===== src/rtl/mem_bus_pkg.sv =====
// Shared types and constants for the mem_io bus arbiter.
package mem_bus_pkg;

    localparam int unsigned AW_DEF  = 16;
    localparam int unsigned DW_DEF  = 16;
    localparam int unsigned BURST_W = 4;

    // Base of the memory-mapped I/O window, used by benches.
    localparam logic [15:0] MEM_IO_BASE = 16'hF000;

    typedef enum logic {
        MID_M0 = 1'b0,
        MID_M1 = 1'b1
    } master_id_e;

    // Read-return tag: valid marks a read, id names the issuing master.
    typedef struct packed {
        logic       valid;
        master_id_e id;
    } rd_tag_t;

endpackage


===== src/rtl/mem_bus_arbiter_if.sv =====
// Bundle of both requester ports plus the mem_io command/return port.
interface mem_bus_arbiter_if
    import mem_bus_pkg::*;
#(
    parameter int unsigned AW = AW_DEF,
    parameter int unsigned DW = DW_DEF
);

    logic          m0_req;
    logic [AW-1:0] m0_addr;
    logic [DW-1:0] m0_din;
    logic          m0_we;
    logic          m0_gnt;
    logic [DW-1:0] m0_rdata;
    logic          m0_rvalid;

    logic          m1_req;
    logic [AW-1:0] m1_addr;
    logic [DW-1:0] m1_din;
    logic          m1_we;
    logic          m1_gnt;
    logic [DW-1:0] m1_rdata;
    logic          m1_rvalid;

    logic [AW-1:0] mem_addr;
    logic [DW-1:0] mem_din;
    logic          mem_we;
    logic [DW-1:0] mem_dout;

    // Arbiter side
    modport arb (
        input  m0_req, m0_addr, m0_din, m0_we,
        input  m1_req, m1_addr, m1_din, m1_we,
        input  mem_dout,
        output m0_gnt, m0_rdata, m0_rvalid,
        output m1_gnt, m1_rdata, m1_rvalid,
        output mem_addr, mem_din, mem_we
    );

    // Requester / memory side
    modport env (
        output m0_req, m0_addr, m0_din, m0_we,
        output m1_req, m1_addr, m1_din, m1_we,
        output mem_dout,
        input  m0_gnt, m0_rdata, m0_rvalid,
        input  m1_gnt, m1_rdata, m1_rvalid,
        input  mem_addr, mem_din, mem_we
    );

endinterface


===== src/rtl/mem_rd_tag_pipe.sv =====
// Shift register of read tags; the emerging tag lines up with mem_dout.
module mem_rd_tag_pipe
    import mem_bus_pkg::*;
#(
    parameter int unsigned DEPTH = 2
) (
    input  logic    clk,
    input  logic    rst_n,
    input  rd_tag_t tag_in,
    output rd_tag_t tag_out
);

    rd_tag_t [DEPTH-1:0] stage_q;
    rd_tag_t [DEPTH-1:0] stage_d;

    // Shift one stage per cycle; a new tag enters every cycle (writes push valid=0)
    always_comb begin
        stage_d = {stage_q[DEPTH-2:0], tag_in};
    end

    // Tag storage
    always_ff @(posedge clk or negedge rst_n) begin
        if (!rst_n) begin
            stage_q <= '0;
        end else begin
            stage_q <= stage_d;
        end
    end

    assign tag_out = stage_q[DEPTH-1];

endmodule


===== src/rtl/mem_bus_arbiter.sv =====
// Round-robin, burst-bounded arbiter sharing the mem_io port between M0 (CPU)
// and M1 (LFSR/serial engine), with tagged read-data return.
module mem_bus_arbiter
    import mem_bus_pkg::*;
#(
    parameter int unsigned AW           = AW_DEF,
    parameter int unsigned DW           = DW_DEF,
    parameter int unsigned READ_LATENCY = 1,
    parameter int unsigned MAX_BURST    = 4
) (
    input  logic           clk,
    input  logic           rst_n,
    mem_bus_arbiter_if.arb bus
);

    localparam int unsigned         TAG_DEPTH = READ_LATENCY + 1;
    localparam logic [BURST_W-1:0] BURST_MAX = BURST_W'(MAX_BURST);
    localparam logic [BURST_W-1:0] BURST_SAT = {BURST_W{1'b1}};

    master_id_e         owner_q, owner_d;
    logic [BURST_W-1:0] burst_q, burst_d;
    logic [AW-1:0]      mem_addr_q, mem_addr_d;
    logic [DW-1:0]      mem_din_q, mem_din_d;
    logic               mem_we_q, mem_we_d;
    logic [DW-1:0]      m0_rdata_q, m0_rdata_d;
    logic [DW-1:0]      m1_rdata_q, m1_rdata_d;
    logic               m0_rvalid_q, m0_rvalid_d;
    logic               m1_rvalid_q, m1_rvalid_d;

    logic       gnt0_c, gnt1_c, accept_c;
    master_id_e win_c;
    rd_tag_t    push_tag_c;
    rd_tag_t    pop_tag;

    // Grant: lone requester wins; under contention the owner keeps the bus until its burst is spent
    always_comb begin
        gnt0_c = 1'b0;
        gnt1_c = 1'b0;
        if (bus.m0_req && bus.m1_req) begin
            if (burst_q < BURST_MAX) begin
                gnt0_c = (owner_q == MID_M0);
                gnt1_c = (owner_q == MID_M1);
            end else begin
                gnt0_c = (owner_q == MID_M1);
                gnt1_c = (owner_q == MID_M0);
            end
        end else begin
            gnt0_c = bus.m0_req;
            gnt1_c = bus.m1_req;
        end
    end

    assign accept_c = gnt0_c | gnt1_c;
    assign win_c    = gnt1_c ? MID_M1 : MID_M0;

    // Next state: ownership/burst tracking, command issue and read return
    always_comb begin
        owner_d     = owner_q;
        burst_d     = burst_q;
        mem_addr_d  = mem_addr_q;
        mem_din_d   = mem_din_q;
        mem_we_d    = 1'b0;
        push_tag_c  = '0;

        if (accept_c) begin
            if (win_c == owner_q) begin
                if (burst_q != BURST_SAT) begin
                    burst_d = burst_q + BURST_W'(1);
                end
            end else begin
                owner_d = win_c;
                burst_d = BURST_W'(1);
            end
            mem_addr_d       = gnt1_c ? bus.m1_addr : bus.m0_addr;
            mem_din_d        = gnt1_c ? bus.m1_din  : bus.m0_din;
            mem_we_d         = gnt1_c ? bus.m1_we   : bus.m0_we;
            push_tag_c.valid = !mem_we_d;
            push_tag_c.id    = win_c;
        end

        m0_rvalid_d = pop_tag.valid && (pop_tag.id == MID_M0);
        m1_rvalid_d = pop_tag.valid && (pop_tag.id == MID_M1);
        m0_rdata_d  = m0_rvalid_d ? bus.mem_dout : m0_rdata_q;
        m1_rdata_d  = m1_rvalid_d ? bus.mem_dout : m1_rdata_q;
    end

    // State and output registers
    always_ff @(posedge clk or negedge rst_n) begin
        if (!rst_n) begin
            owner_q     <= MID_M0;
            burst_q     <= '0;
            mem_addr_q  <= '0;
            mem_din_q   <= '0;
            mem_we_q    <= 1'b0;
            m0_rdata_q  <= '0;
            m1_rdata_q  <= '0;
            m0_rvalid_q <= 1'b0;
            m1_rvalid_q <= 1'b0;
        end else begin
            owner_q     <= owner_d;
            burst_q     <= burst_d;
            mem_addr_q  <= mem_addr_d;
            mem_din_q   <= mem_din_d;
            mem_we_q    <= mem_we_d;
            m0_rdata_q  <= m0_rdata_d;
            m1_rdata_q  <= m1_rdata_d;
            m0_rvalid_q <= m0_rvalid_d;
            m1_rvalid_q <= m1_rvalid_d;
        end
    end

    mem_rd_tag_pipe #(
        .DEPTH (TAG_DEPTH)
    ) u_tag_pipe (
        .clk     (clk),
        .rst_n   (rst_n),
        .tag_in  (push_tag_c),
        .tag_out (pop_tag)
    );

    assign bus.m0_gnt    = gnt0_c;
    assign bus.m1_gnt    = gnt1_c;
    assign bus.mem_addr  = mem_addr_q;
    assign bus.mem_din   = mem_din_q;
    assign bus.mem_we    = mem_we_q;
    assign bus.m0_rdata  = m0_rdata_q;
    assign bus.m1_rdata  = m1_rdata_q;
    assign bus.m0_rvalid = m0_rvalid_q;
    assign bus.m1_rvalid = m1_rvalid_q;

endmodule


===== src/flat_wrapper.sv =====
// flat-port wrapper written by rule: the top's interface ports become plain ports
module mem_bus_arbiter_flat import mem_bus_pkg::*;
#(
    parameter int unsigned AW           = AW_DEF,
    parameter int unsigned DW           = DW_DEF,
    parameter int unsigned READ_LATENCY = 1,
    parameter int unsigned MAX_BURST    = 4
)
  (clk, rst_n, bus_m0_req, bus_m0_addr, bus_m0_din, bus_m0_we, bus_m1_req, bus_m1_addr, bus_m1_din, bus_m1_we, bus_mem_dout, bus_m0_gnt, bus_m0_rdata, bus_m0_rvalid, bus_m1_gnt, bus_m1_rdata, bus_m1_rvalid, bus_mem_addr, bus_mem_din, bus_mem_we);
  mem_bus_arbiter_if #(.AW(AW), .DW(DW)) bus_i ();
  input  logic clk;
  input  logic rst_n;
  input wire logic [$bits(bus_i.m0_req)-1:0] bus_m0_req;
  input wire logic [$bits(bus_i.m0_addr)-1:0] bus_m0_addr;
  input wire logic [$bits(bus_i.m0_din)-1:0] bus_m0_din;
  input wire logic [$bits(bus_i.m0_we)-1:0] bus_m0_we;
  input wire logic [$bits(bus_i.m1_req)-1:0] bus_m1_req;
  input wire logic [$bits(bus_i.m1_addr)-1:0] bus_m1_addr;
  input wire logic [$bits(bus_i.m1_din)-1:0] bus_m1_din;
  input wire logic [$bits(bus_i.m1_we)-1:0] bus_m1_we;
  input wire logic [$bits(bus_i.mem_dout)-1:0] bus_mem_dout;
  output wire logic [$bits(bus_i.m0_gnt)-1:0] bus_m0_gnt;
  output wire logic [$bits(bus_i.m0_rdata)-1:0] bus_m0_rdata;
  output wire logic [$bits(bus_i.m0_rvalid)-1:0] bus_m0_rvalid;
  output wire logic [$bits(bus_i.m1_gnt)-1:0] bus_m1_gnt;
  output wire logic [$bits(bus_i.m1_rdata)-1:0] bus_m1_rdata;
  output wire logic [$bits(bus_i.m1_rvalid)-1:0] bus_m1_rvalid;
  output wire logic [$bits(bus_i.mem_addr)-1:0] bus_mem_addr;
  output wire logic [$bits(bus_i.mem_din)-1:0] bus_mem_din;
  output wire logic [$bits(bus_i.mem_we)-1:0] bus_mem_we;
  assign bus_i.m0_req = bus_m0_req;
  assign bus_i.m0_addr = bus_m0_addr;
  assign bus_i.m0_din = bus_m0_din;
  assign bus_i.m0_we = bus_m0_we;
  assign bus_i.m1_req = bus_m1_req;
  assign bus_i.m1_addr = bus_m1_addr;
  assign bus_i.m1_din = bus_m1_din;
  assign bus_i.m1_we = bus_m1_we;
  assign bus_i.mem_dout = bus_mem_dout;
  assign bus_m0_gnt = bus_i.m0_gnt;
  assign bus_m0_rdata = bus_i.m0_rdata;
  assign bus_m0_rvalid = bus_i.m0_rvalid;
  assign bus_m1_gnt = bus_i.m1_gnt;
  assign bus_m1_rdata = bus_i.m1_rdata;
  assign bus_m1_rvalid = bus_i.m1_rvalid;
  assign bus_mem_addr = bus_i.mem_addr;
  assign bus_mem_din = bus_i.mem_din;
  assign bus_mem_we = bus_i.mem_we;
  mem_bus_arbiter #(.AW(AW), .DW(DW), .READ_LATENCY(READ_LATENCY), .MAX_BURST(MAX_BURST)) u_core (.clk(clk), .rst_n(rst_n), .bus(bus_i));
endmodule

===== config.mk =====
export PLATFORM = sky130hd
export DESIGN_NAME = mem_bus_arbiter_flat
export DESIGN_NICKNAME = d
export VERILOG_FILES = /design/src/rtl/mem_bus_pkg.sv /design/src/rtl/mem_bus_arbiter_if.sv /design/src/rtl/mem_rd_tag_pipe.sv /design/src/rtl/mem_bus_arbiter.sv /design/src/flat_wrapper.sv
export SDC_FILE = /design/constraint.sdc
export NUM_CORES = 1
export LEC_CHECK = 0
export ABC_AREA = 1
export CORE_ASPECT_RATIO = 1.75
export CORE_MARGIN = 10
export CORE_UTILIZATION = 37
export DETAILED_ROUTE_END_ITERATION = 10
export GPL_ROUTABILITY_DRIVEN = 0
export PLACE_DENSITY = 0.83
export SLEW_MARGIN = 20
export SYNTH_ARGS = -nofsm -noshare
export SYNTH_HDL_FRONTEND = slang
export SYNTH_HIERARCHICAL = 1
export SYNTH_SLANG_ARGS = --single-unit

===== constraint.sdc =====
create_clock -name clk -period 1.4 [get_ports clk]
set_input_delay 0.28 -clock clk [delete_from_list [all_inputs] [get_ports clk]]
set_output_delay 0.28 -clock clk [all_outputs]
set_load 0.02 [all_outputs]

### Word level (Yosys, flattened, before mapping)

Index checks and enable logic that the tools add are counted.

| storage, ports and cells | value |
|---|---|
| logic and storage cells | 40 |
| input bits | 86 |
| register bits after elaboration | 76 |
| bits in latches | 0 |
| memories | 0 |
| RAM bits | 0 |
| output and inout port bits | 69 |
| bits in read-only memories | 0 |

| cells by class | value |
|---|---|
| shifts and indexed selects | 0 |
| reductions and logical operators | 6 |
| multiplexer cells | 12 |
| bitwise operators | 4 |
| div/mod/pow operators | 0 |
| add/sub/neg operators | 1 |
| equal/unequal tests | 3 |
| $mul | 0 |
| order comparisons | 1 |

Operators with widths:

| cell | number |
|---|---|
| 16-bit 2-to-1 mux | 2 |
| 4-bit 2-to-1 mux | 2 |
| 1-bit 2-to-1 mux | 7 |
| 4-bit by 1-bit adder with 4-bit output (second input constant) | 1 |
| 4-bit by 3-bit < comparator with 1-bit output (second input constant) | 1 |
| 4-bit != test (second input constant) | 1 |
| 2-bit AND reduction | 2 |
| 1-bit logical AND | 3 |
| 1-bit NOT | 3 |
| 2-bit 2-to-1 mux | 1 |
| 2-bit != test (second input constant) | 1 |
| 1-bit equality test | 1 |
| 1-bit zero test | 1 |
| 1-bit bitwise OR | 1 |

### Depth between registers and ports, before layout

Gate-level depths: netlist (run 1).

| depth | value |
|---|---|
| word-level depth | 7 |
| mapped depth | 8 |
| gate-level depth less buffers | 8 |

### Modules after synthesis

Netlist (run 1), hierarchy kept.

Modules (own cells, without submodules):

| module | cells each | times used | area each (µm²) |
|---|---|---|---|
| mem_bus_arbiter | 350 | 1 | 3106.7 |
| mem_rd_tag_pipe | 4 | 1 | 100.1 |

### Worst setup path before layout (run 1)

Ideal clock, no wire load.

| timing path | value |
|---|---|
| path kind | flip-flop to flip-flop |
| start | register u_core.burst_q[2] |
| end | register u_core.mem_addr_q[7] (netlist: u_core/bus.mem_addr[7]) |
| path slack | 0.091 ns |
| required time | 1.279 ns |
| cell stages (with the launch flop) | 8 |
| arrival | 1.188 ns |
| setup time | 0.121 ns |
| cells stage by stage | dfrtp_1 > nor2_2 > nand2_2 > nand3_2 > nand2_4 > buf_6 > o21ai_0 > o21ai_1 |

| between the ends | value |
|---|---|
| longest elaborated chain between the ends | 4 |
| elaborated cells on any way between the ends | 7 |
| classes of those cells | order compare: 1; mux: 5; bitwise: 1 |

Ends and longest elaborated chain:

| what | RTL line | RTL |
|---|---|---|
| from (decl) | mem_bus_arbiter.sv:21 | `logic [BURST_W-1:0] burst_q, burst_d;` |
| from (signal assigned) | mem_bus_arbiter.sv:101 | `burst_q <= burst_d;` |
| 4-bit by 3-bit < comparator with 1-bit output * | mem_bus_arbiter.sv:40 | `if (burst_q < BURST_MAX) begin` |
| 1-bit 2-to-1 mux * | mem_bus_arbiter.sv:40 |  |
| 1-bit 2-to-1 mux * | mem_bus_arbiter.sv:39 | `if (bus.m0_req && bus.m1_req) begin` |
| named net bus_m1_gnt | flat_wrapper.sv:25 | `output wire logic [$bits(bus_i.m1_gnt)-1:0] bus_m1_gnt;` |
| 16-bit 2-to-1 mux / 1-bit bitwise OR (equally long branches) | mem_bus_arbiter.sv:74, mem_bus_arbiter.sv:53 |  |
| to (signal assigned) | mem_bus_arbiter.sv:102 | `mem_addr_q <= mem_addr_d;` |
| to (decl) | mem_bus_arbiter.sv:22 | `logic [AW-1:0] mem_addr_q, mem_addr_d;` |

Mark *: on every way through the listed nets, which the timed path passes. The rest lies on a longest branch.
A chain may end at the register's enable or synchronous reset.

### Worst setup path after layout (run 1)

| timing path | value |
|---|---|
| start | register u_core.burst_q[2] |
| end | output port bus_m0_gnt |

| between the ends | value |
|---|---|
| longest elaborated chain between the ends | 3 |

Ends and longest elaborated chain:

| what | RTL line | RTL |
|---|---|---|
| 4-bit by 3-bit < comparator with 1-bit output | mem_bus_arbiter.sv:40 |  |
| 1-bit 2-to-1 mux | mem_bus_arbiter.sv:40 |  |
| 1-bit 2-to-1 mux | mem_bus_arbiter.sv:39 |  |
| to (decl) | flat_wrapper.sv:22 | `output wire logic [$bits(bus_i.m0_gnt)-1:0] bus_m0_gnt;` |

Every way passes these cells.

==> impl_metrics.tcl, run 1 <==
set metrics [dict create \
    status "finished with violations" \
    violations "negative setup slack" \
    yosys-top-cells-count "81 x nand2_1, 76 x dfrtp_1, 57 x o21ai_0" \
    synth-simple-area-share_pct 16.43 \
    dp_cells 622 \
    num_antenna_cells 0 \
    synth_compound_area_share_pct 15.92 \
    dp_hpwl_um 8189 \
    viasPerCell 4.823 \
    clockRootBuffer "clkbuf_16" \
    cp_data_required_time_ns 1.12 \
    worst_hold_path_type "reg2reg" \
    synth_top_area_cell "dfrtp_1" \
    start_util_pct 38.32 \
    grt_pass1_vias 3264 \
    coreArea_mm2 0.008368 \
    syn_area_mm2 0.003207 \
    post-route-util_pct 66.27 \
    clkPwrFrac_pct 24.4 \
    n_fill_cell 671 \
    syn_to_final_growth_pct 72.92 \
    netSwitchingFraction_pct 37.42 \
    syn_nets 441 \
    synth_top_family_by_area "simple AND/OR/NAND/NOR gates" \
    synth-async-reset-ratio_pct 100.0 \
    drt_iter0_drc 174 \
    yosys-mux-area-fraction_pct 0 \
    grt_pass1_wl_um 18020 \
    final_cells 649 \
    p_int_uw 6721 \
    peakVddDrop_v 0.001401 \
    grt_max_degree 34 \
    startpoint_type "flip-flop" \
    io_buffers 154 \
    clk_pin_slew_ns 0.06 \
    synth_warnings 6 \
    met1_length_um 4563 \
    period_needed_ns 1.561 \
    htree_levels 3 \
    synth-seq-cells 76 \
    fin_worst_skew_ns 0.003081 \
    drive_above_1_share_pct 16.10 \
    yosys-top-cells-area "dfrtp_1 59%, nand2_1 9.5%, o21ai_0 8.9%, o21ai_1 6.6%, nor2_1 3.3%" \
    overflow 0 \
    synth_xor_area_share_pct 0.5462 \
    synthAdderAreaFrac_pct 0.3902 \
    grt_usage_pct 17.69 \
    hold_slack_ns 0.3568 \
    cts_sinks 76 \
    synth_cell_type_count 22 \
    routed_wl_um 11420 \
    dr.pass1.iters 4 \
    worstSkewPairLatency_ns 0.32 \
    dr.max_layer_used "met4" \
    slew_violations 0 \
    yosysSeqAreaShare_pct 59.31 \
    yosysTopAreaCellShare_pct 59.31 \
    drtAntennaViolNets 0 \
    drv_cap 0 \
    drcViolationCount 0 \
    timing.critical_path.fanout_max 3 \
    fp.dieH_um 143.2 \
    p_comb_share_pct 43.4 \
    wl_met3_um 754 \
    relSlewSlack_pct 80.04 \
    fmax_mhz 640.8 \
    finalHoldViolCount 0 \
    critPathCaptureType "output pin" \
    synth_flop_cell "dfrtp_1" \
    die_area_mm2 0.01294 \
    period_share_pct 111.5 \
    cts_tree "done" \
    num_vias 3130 \
    post-synth-top-count-cell "nand2_1" \
    wl_per_cell_um 17.60 \
    rows 44 \
    synthCells 354 \
    switching_power_uw 4019 \
    worst_slew_pin_slew_ns 0.2994 \
    clockBufferDepth 2 \
    seqPwrFrac_pct 32.2 \
    synth_edf_count 0 \
    io_pins 155 \
    setup_violations 36 \
    syn_avg_cell_area_um2 9.059 \
    crit_type "reg2out" \
    fin_nets 616 \
    wl_met2_um 5963 \
    setup_ws_ns -0.1605 \
    antenna_found_initial 0 \
    critPathArrivalTime_ns 1.28 \
    rsz0062_at_grt "yes" \
    dieWidth_um 90.38 \
    p_leak_uw 0.002649 \
    powerDensity_mw_per_mm2 1937 \
    cts_buffers 9 \
]
[stage by stage]
stage / setup slack, ns / power, µW / TNS [ns] / instance area (µm²)
6_report: -0.1605 / 10740 / -3.902 / 5545
5_1_grt: -0.2263 / 11360 / -6.886 / 5545
4_1_cts: -0.2249 / 10770 / -4.677 / 5489
3_5_place_dp: -0.5659 / 7964 / -18.63 / 4947
3_3_place_gp: -0.5344 / 7798 / -16.07 / 4947
2_1_floorplan: 0.09060 / 5673 / 0 / 3207
[critical path: stages (launching register included)]
cell	delay, ns
dfrtp_2	0.45
o21ai_4	0.18
nand3_4	0.10
nand2_2	0.07
inv_2	0.03
buf_6	0.12
[path summary, 6_finish.rpt]
kind | start | endpoint | slack (ns) | depth (start not counted)
min in group asynchronous | rst_n | u_core/bus.m0_rdata[9] | 0.39 | 2
hold reg to reg | u_core/u_tag_pipe/stage_d[3] | u_core/u_tag_pipe/tag_out[1] | 0.36 | 0
setup reg to reg | u_core/burst_q[3] | u_core/bus.mem_addr[0] | -0.15 | 9
setup / recovery | u_core/burst_q[2] | bus_m0_gnt | -0.16 | 5
max in group asynchronous | rst_n | u_core/bus.mem_din[8] | 0.55 | 3
hold / removal | u_core/u_tag_pipe/stage_d[3] | u_core/u_tag_pipe/tag_out[1] | 0.36 | 0
[power by group through the flow]
stage          logic, µW  registers, µW  clock network, µW
2_1_floorplan       1310           4360                  0
3_3_place_gp        4340           3460                  0
3_5_place_dp        4470           3500                  0
4_1_cts             4650           3440               2680
5_1_grt             5030           3560               2770
6_report            4660           3460               2630
[area by class of cell]
class                           count  area, µm²  area share (%)
Timing Repair inverter              3      40.04          0.7220
Multi-Input combinational cell    231       1172           21.14
Inverter                           28      121.4           2.189
Clock buffer                       10      229.0           4.129
Timing Repair Buffer              180       1821           32.83
Sequential cell                    76       1906           34.36
Tap cell                          115      143.9           2.595
Clock inverter                      6      112.6           2.031
[placed cells by master, fill, tap and decap left out, drive strengths merged]
cell type,count
o211ai,2
nand2,83
dfrtp,76
dlygate4sd3,1
dlymetal6s2s,1
nor2,36
bufinv,3
bufbuf,1
inv,31
o21ai,99
clkinv,3
clkdlybuf4s50,82
nand4,3
and2,1
dlygate4sd2,68
buf,27
nand3,4
ha,1
xor2,2
clkbuf,10
[kinds of logic (layout without fill, tap and decap cells)]
group           after synthesis  in the layout
xor+xnor                      2              2
compound gates              101            101
simple gates                127            127
fa+ha+maj                     1              1
buf+inv                      47            227
flops                        76             76
[what timing repair did]
| item | 4_1_cts | 5_1_grt |
|---|---|---|
| gates resized for setup | 118 | 32 |
| setup endpoints to repair | 108 | 41 |
| hold buffers | 1 | 0 |
| pin swaps | 5 | 4 |
| endpoints found under the hold margin | 18 | 0 |
| setup buffers | 3 | 0 |
| gates cloned | 7 | 0 |
[routing by layer]
| layer | vias up | global-route usage [%] |
|---|---|---|
| met5 | - | 0 |
| met2 | 134 | 31.18 |
| met1 | 1478 | 19.39 |
| met4 | 0 | 6.313 |
| li1 | 1510 | - |
| met3 | 8 | 5.932 |
[flip-flops by register name (all words and copies together) (netlist names)]
| signal | flops |
|---|---|
| u_core/burst_q | 4 |
| u_core/bus.m0_rdata | 16 |
| u_core/bus.m0_rvalid | 1 |
| u_core/bus.m1_rdata | 16 |
| u_core/bus.m1_rvalid | 1 |
| u_core/bus.mem_addr | 16 |
| u_core/bus.mem_din | 16 |
| u_core/bus.mem_we | 1 |
| u_core/owner_q | 1 |
| u_core/u_tag_pipe/stage_d | 2 |
| u_core/u_tag_pipe/tag_out | 2 |
Power figures use the tool's default switching activity.
==> run 2: changes to the inputs <==
--- a/config.mk
+++ b/config.mk
@@ -12,7 +12,6 @@
 export DETAILED_ROUTE_END_ITERATION = 10
 export GPL_ROUTABILITY_DRIVEN = 0
 export PLACE_DENSITY = 0.83
-export SLEW_MARGIN = 20
 export SYNTH_ARGS = -nofsm -noshare
 export SYNTH_HDL_FRONTEND = slang
 export SYNTH_HIERARCHICAL = 1
==> results of run 2 <==
No change in the layout: final DEF, timing and power equal those of run 1.
==> run 3: changes to the inputs <==
--- a/config.mk
+++ b/config.mk
@@ -6,8 +6,6 @@
 export NUM_CORES = 1
 export LEC_CHECK = 0
 export ABC_AREA = 1
-export CORE_ASPECT_RATIO = 1.75
-export CORE_MARGIN = 10
 export CORE_UTILIZATION = 37
 export DETAILED_ROUTE_END_ITERATION = 10
 export GPL_ROUTABILITY_DRIVEN = 0
==> run 3 against run 2 <==
Compared with the run above:
- the run still ends with negative setup slack left
- final cell count is 1.1% lower
- setup slack worse by 0.054 ns
- power down 6.1%
- via count rose by 1.6%
- worst hold slack lost 0.0053 ns
- clock power shrank 30%
- register-to-register slack worse by 0.04 ns
- count of clock-buffer cells in the layout decreased by 1
- wire length shrank 13%
- design area down 0.52%
- utilization is 0.20 points higher
- critical path depth rose by 1
==> impl_metrics.tcl, run 3 (synthesis gave the netlist of run 1 again) <==
set metrics [dict create \
    status "finished with violations" \
    violations "negative setup slack" \
    dp_hpwl_um 6517 \
    crit_type "reg2out" \
    powerDensity_mw_per_mm2 1828 \
    worst_hold_path_type "in2async" \
    cts_buffers 9 \
    cp_slowest_cell "dfrtp_1" \
    dieWidth_um 95.10 \
    die_area_mm2 0.009043 \
    num_antenna_cells 0 \
    clkPwrFrac_pct 18.3 \
    cp_data_required_time_ns 1.12 \
    final_common_cell "clkdlybuf4s50_1" \
    drt_iter0_drc 98 \
    drcViolationCount 0 \
    worstSkewPairLatency_ns 0.34 \
    setup_ws_ns -0.2142 \
    io_pins 155 \
    critPathCaptureType "output pin" \
    htree_levels 3 \
    layout_common_cells "83 x clkdlybuf4s50_1, 76 x dfrtp_1, 73 x nand2_1" \
    p_comb_share_pct 47.6 \
    period_needed_ns 1.614 \
    p_int_uw 6151 \
    fp.dieH_um 95.10 \
    cts_sinks 76 \
    critPathArrivalTime_ns 1.33 \
    wl_per_cell_um 15.47 \
    worstPathCellList "nor2_2, nand2_2, nand3_4, nand2_1, inv_2, buf_6" \
    relSlewSlack_pct 80.19 \
    slew_violations 0 \
    seqPwrFrac_pct 34.1 \
    timing.critical_path.fanout_max 3 \
    dr.pass1.iters 4 \
    clockBufferDepth 2 \
    hold_slack_ns 0.3515 \
    rrSetupSlack_ns -0.19 \
    clockRootBuffer "clkbuf_8" \
    grt_pass1_wl_um 15790 \
    grt_pass1_vias 3323 \
    fin_worst_skew_ns 0.008916 \
    grt_usage_pct 23.31 \
    syn_to_final_growth_pct 72.02 \
    setup_violations 33 \
    fmax_mhz 619.5 \
    finalHoldViolCount 0 \
    num_vias 3179 \
    overflow 0 \
    routed_wl_um 9932 \
    viasPerCell 4.952 \
    critPathBufInv 2 \
    drv_cap 0 \
    start_util_pct 38.64 \
    tns_ns -2.902 \
    p_leak_uw 0.002620 \
    fin_nets 619 \
    grt_max_degree 46 \
    coreArea_mm2 0.008299 \
    cts_tree "done" \
    peakVddDrop_v 0.0007734 \
    clk_pin_slew_ns 0.08 \
    antenna_found_initial 0 \
    io_buffers 154 \
    startpoint_type "flip-flop" \
    switching_power_uw 3932 \
    drive_above_1_share_pct 19.18 \
    rows 33 \
    worst_slew_pin_slew_ns 0.2972 \
    critPathMaxStageDelay_ns 0.42 \
    rsz0062_at_grt "yes" \
    period_share_pct 115.3 \
    n_fill_cell 667 \
    drtAntennaViolNets 0 \
    netSwitchingFraction_pct 39.00 \
    critical-path-top-delay-family "flip-flops" \
]
==> run 3: repair_timing <==
item | CTS | global route
resized for setup | 147 | 16
pin swaps | 9 | 6
hold endpoints to repair | 11 | 0
setup endpoints to repair | 104 | 43
hold buffers | 1 | 0
setup buffers | 4 | 1
gates cloned | 7 | 0
==> run 3: cell type report <==
type / count / area, µm² / area share [%]
Multi-Input combinational cell: 231 / 1224 / 22.18
Clock buffer: 9 / 123.9 / 2.245
Timing Repair Buffer: 185 / 1898 / 34.41
Clock inverter: 7 / 100.1 / 1.814
Timing Repair inverter: 1 / 16.27 / 0.2949
Sequential cell: 76 / 1902 / 34.47
Tap cell: 105 / 131.4 / 2.381
Inverter: 28 / 121.4 / 2.200
==> run 3: power by group through the flow <==
stage | Clock (µW) | Combinational (µW) | Sequential (µW)
floorplan | 0 | 1310 | 4360
global placement | 0 | 4260 | 3450
detailed placement | 0 | 4390 | 3490
CTS | 1910 | 4760 | 3440
global route | 2000 | 5170 | 3540
finish | 1850 | 4800 | 3440
==> run 3: per-layer routing <==
metal / global-route usage, % / vias to the layer above / share of wire (%)
met1: 25.71 / 1509 / 38
met4: 10.73 / 0 / 2.1
met5: 0 / - / 0
met3: 7.257 / 22 / 9.4
met2: 40.77 / 143 / 50
li1: - / 1505 / -
==> run 3: final timing paths <==
path | cells past startpoint | from | end
min in group clk | 0 | u_core/u_tag_pipe/stage_d[2] | u_core/u_tag_pipe/tag_out[0]
max in group asynchronous | 3 | rst_n | u_core/bus.mem_addr[0]
worst min-delay path | 2 | rst_n | u_core/bus.mem_din[0]
worst max register to register | 9 | u_core/burst_q[2] | u_core/bus.mem_din[8]
worst max-delay path | 6 | u_core/burst_q[2] | bus_m0_gnt
worst min register to register | 0 | u_core/u_tag_pipe/stage_d[2] | u_core/u_tag_pipe/tag_out[0]
==> run 3: stage by stage <==
step                      setup WS, ns  std cells  area (µm²)  utilization, %  power, µW
after floorplan                0.09060        354        3207               -       5673
after global placement         -0.5206        613        4917           59.25       7708
after detailed placement       -0.5573        613        4917           59.25       7883
after CTS                      -0.2433        641        5464           65.84      10110
after global routing           -0.3140        642        5517           66.47      10710
final                          -0.2142        642        5517           66.47      10080
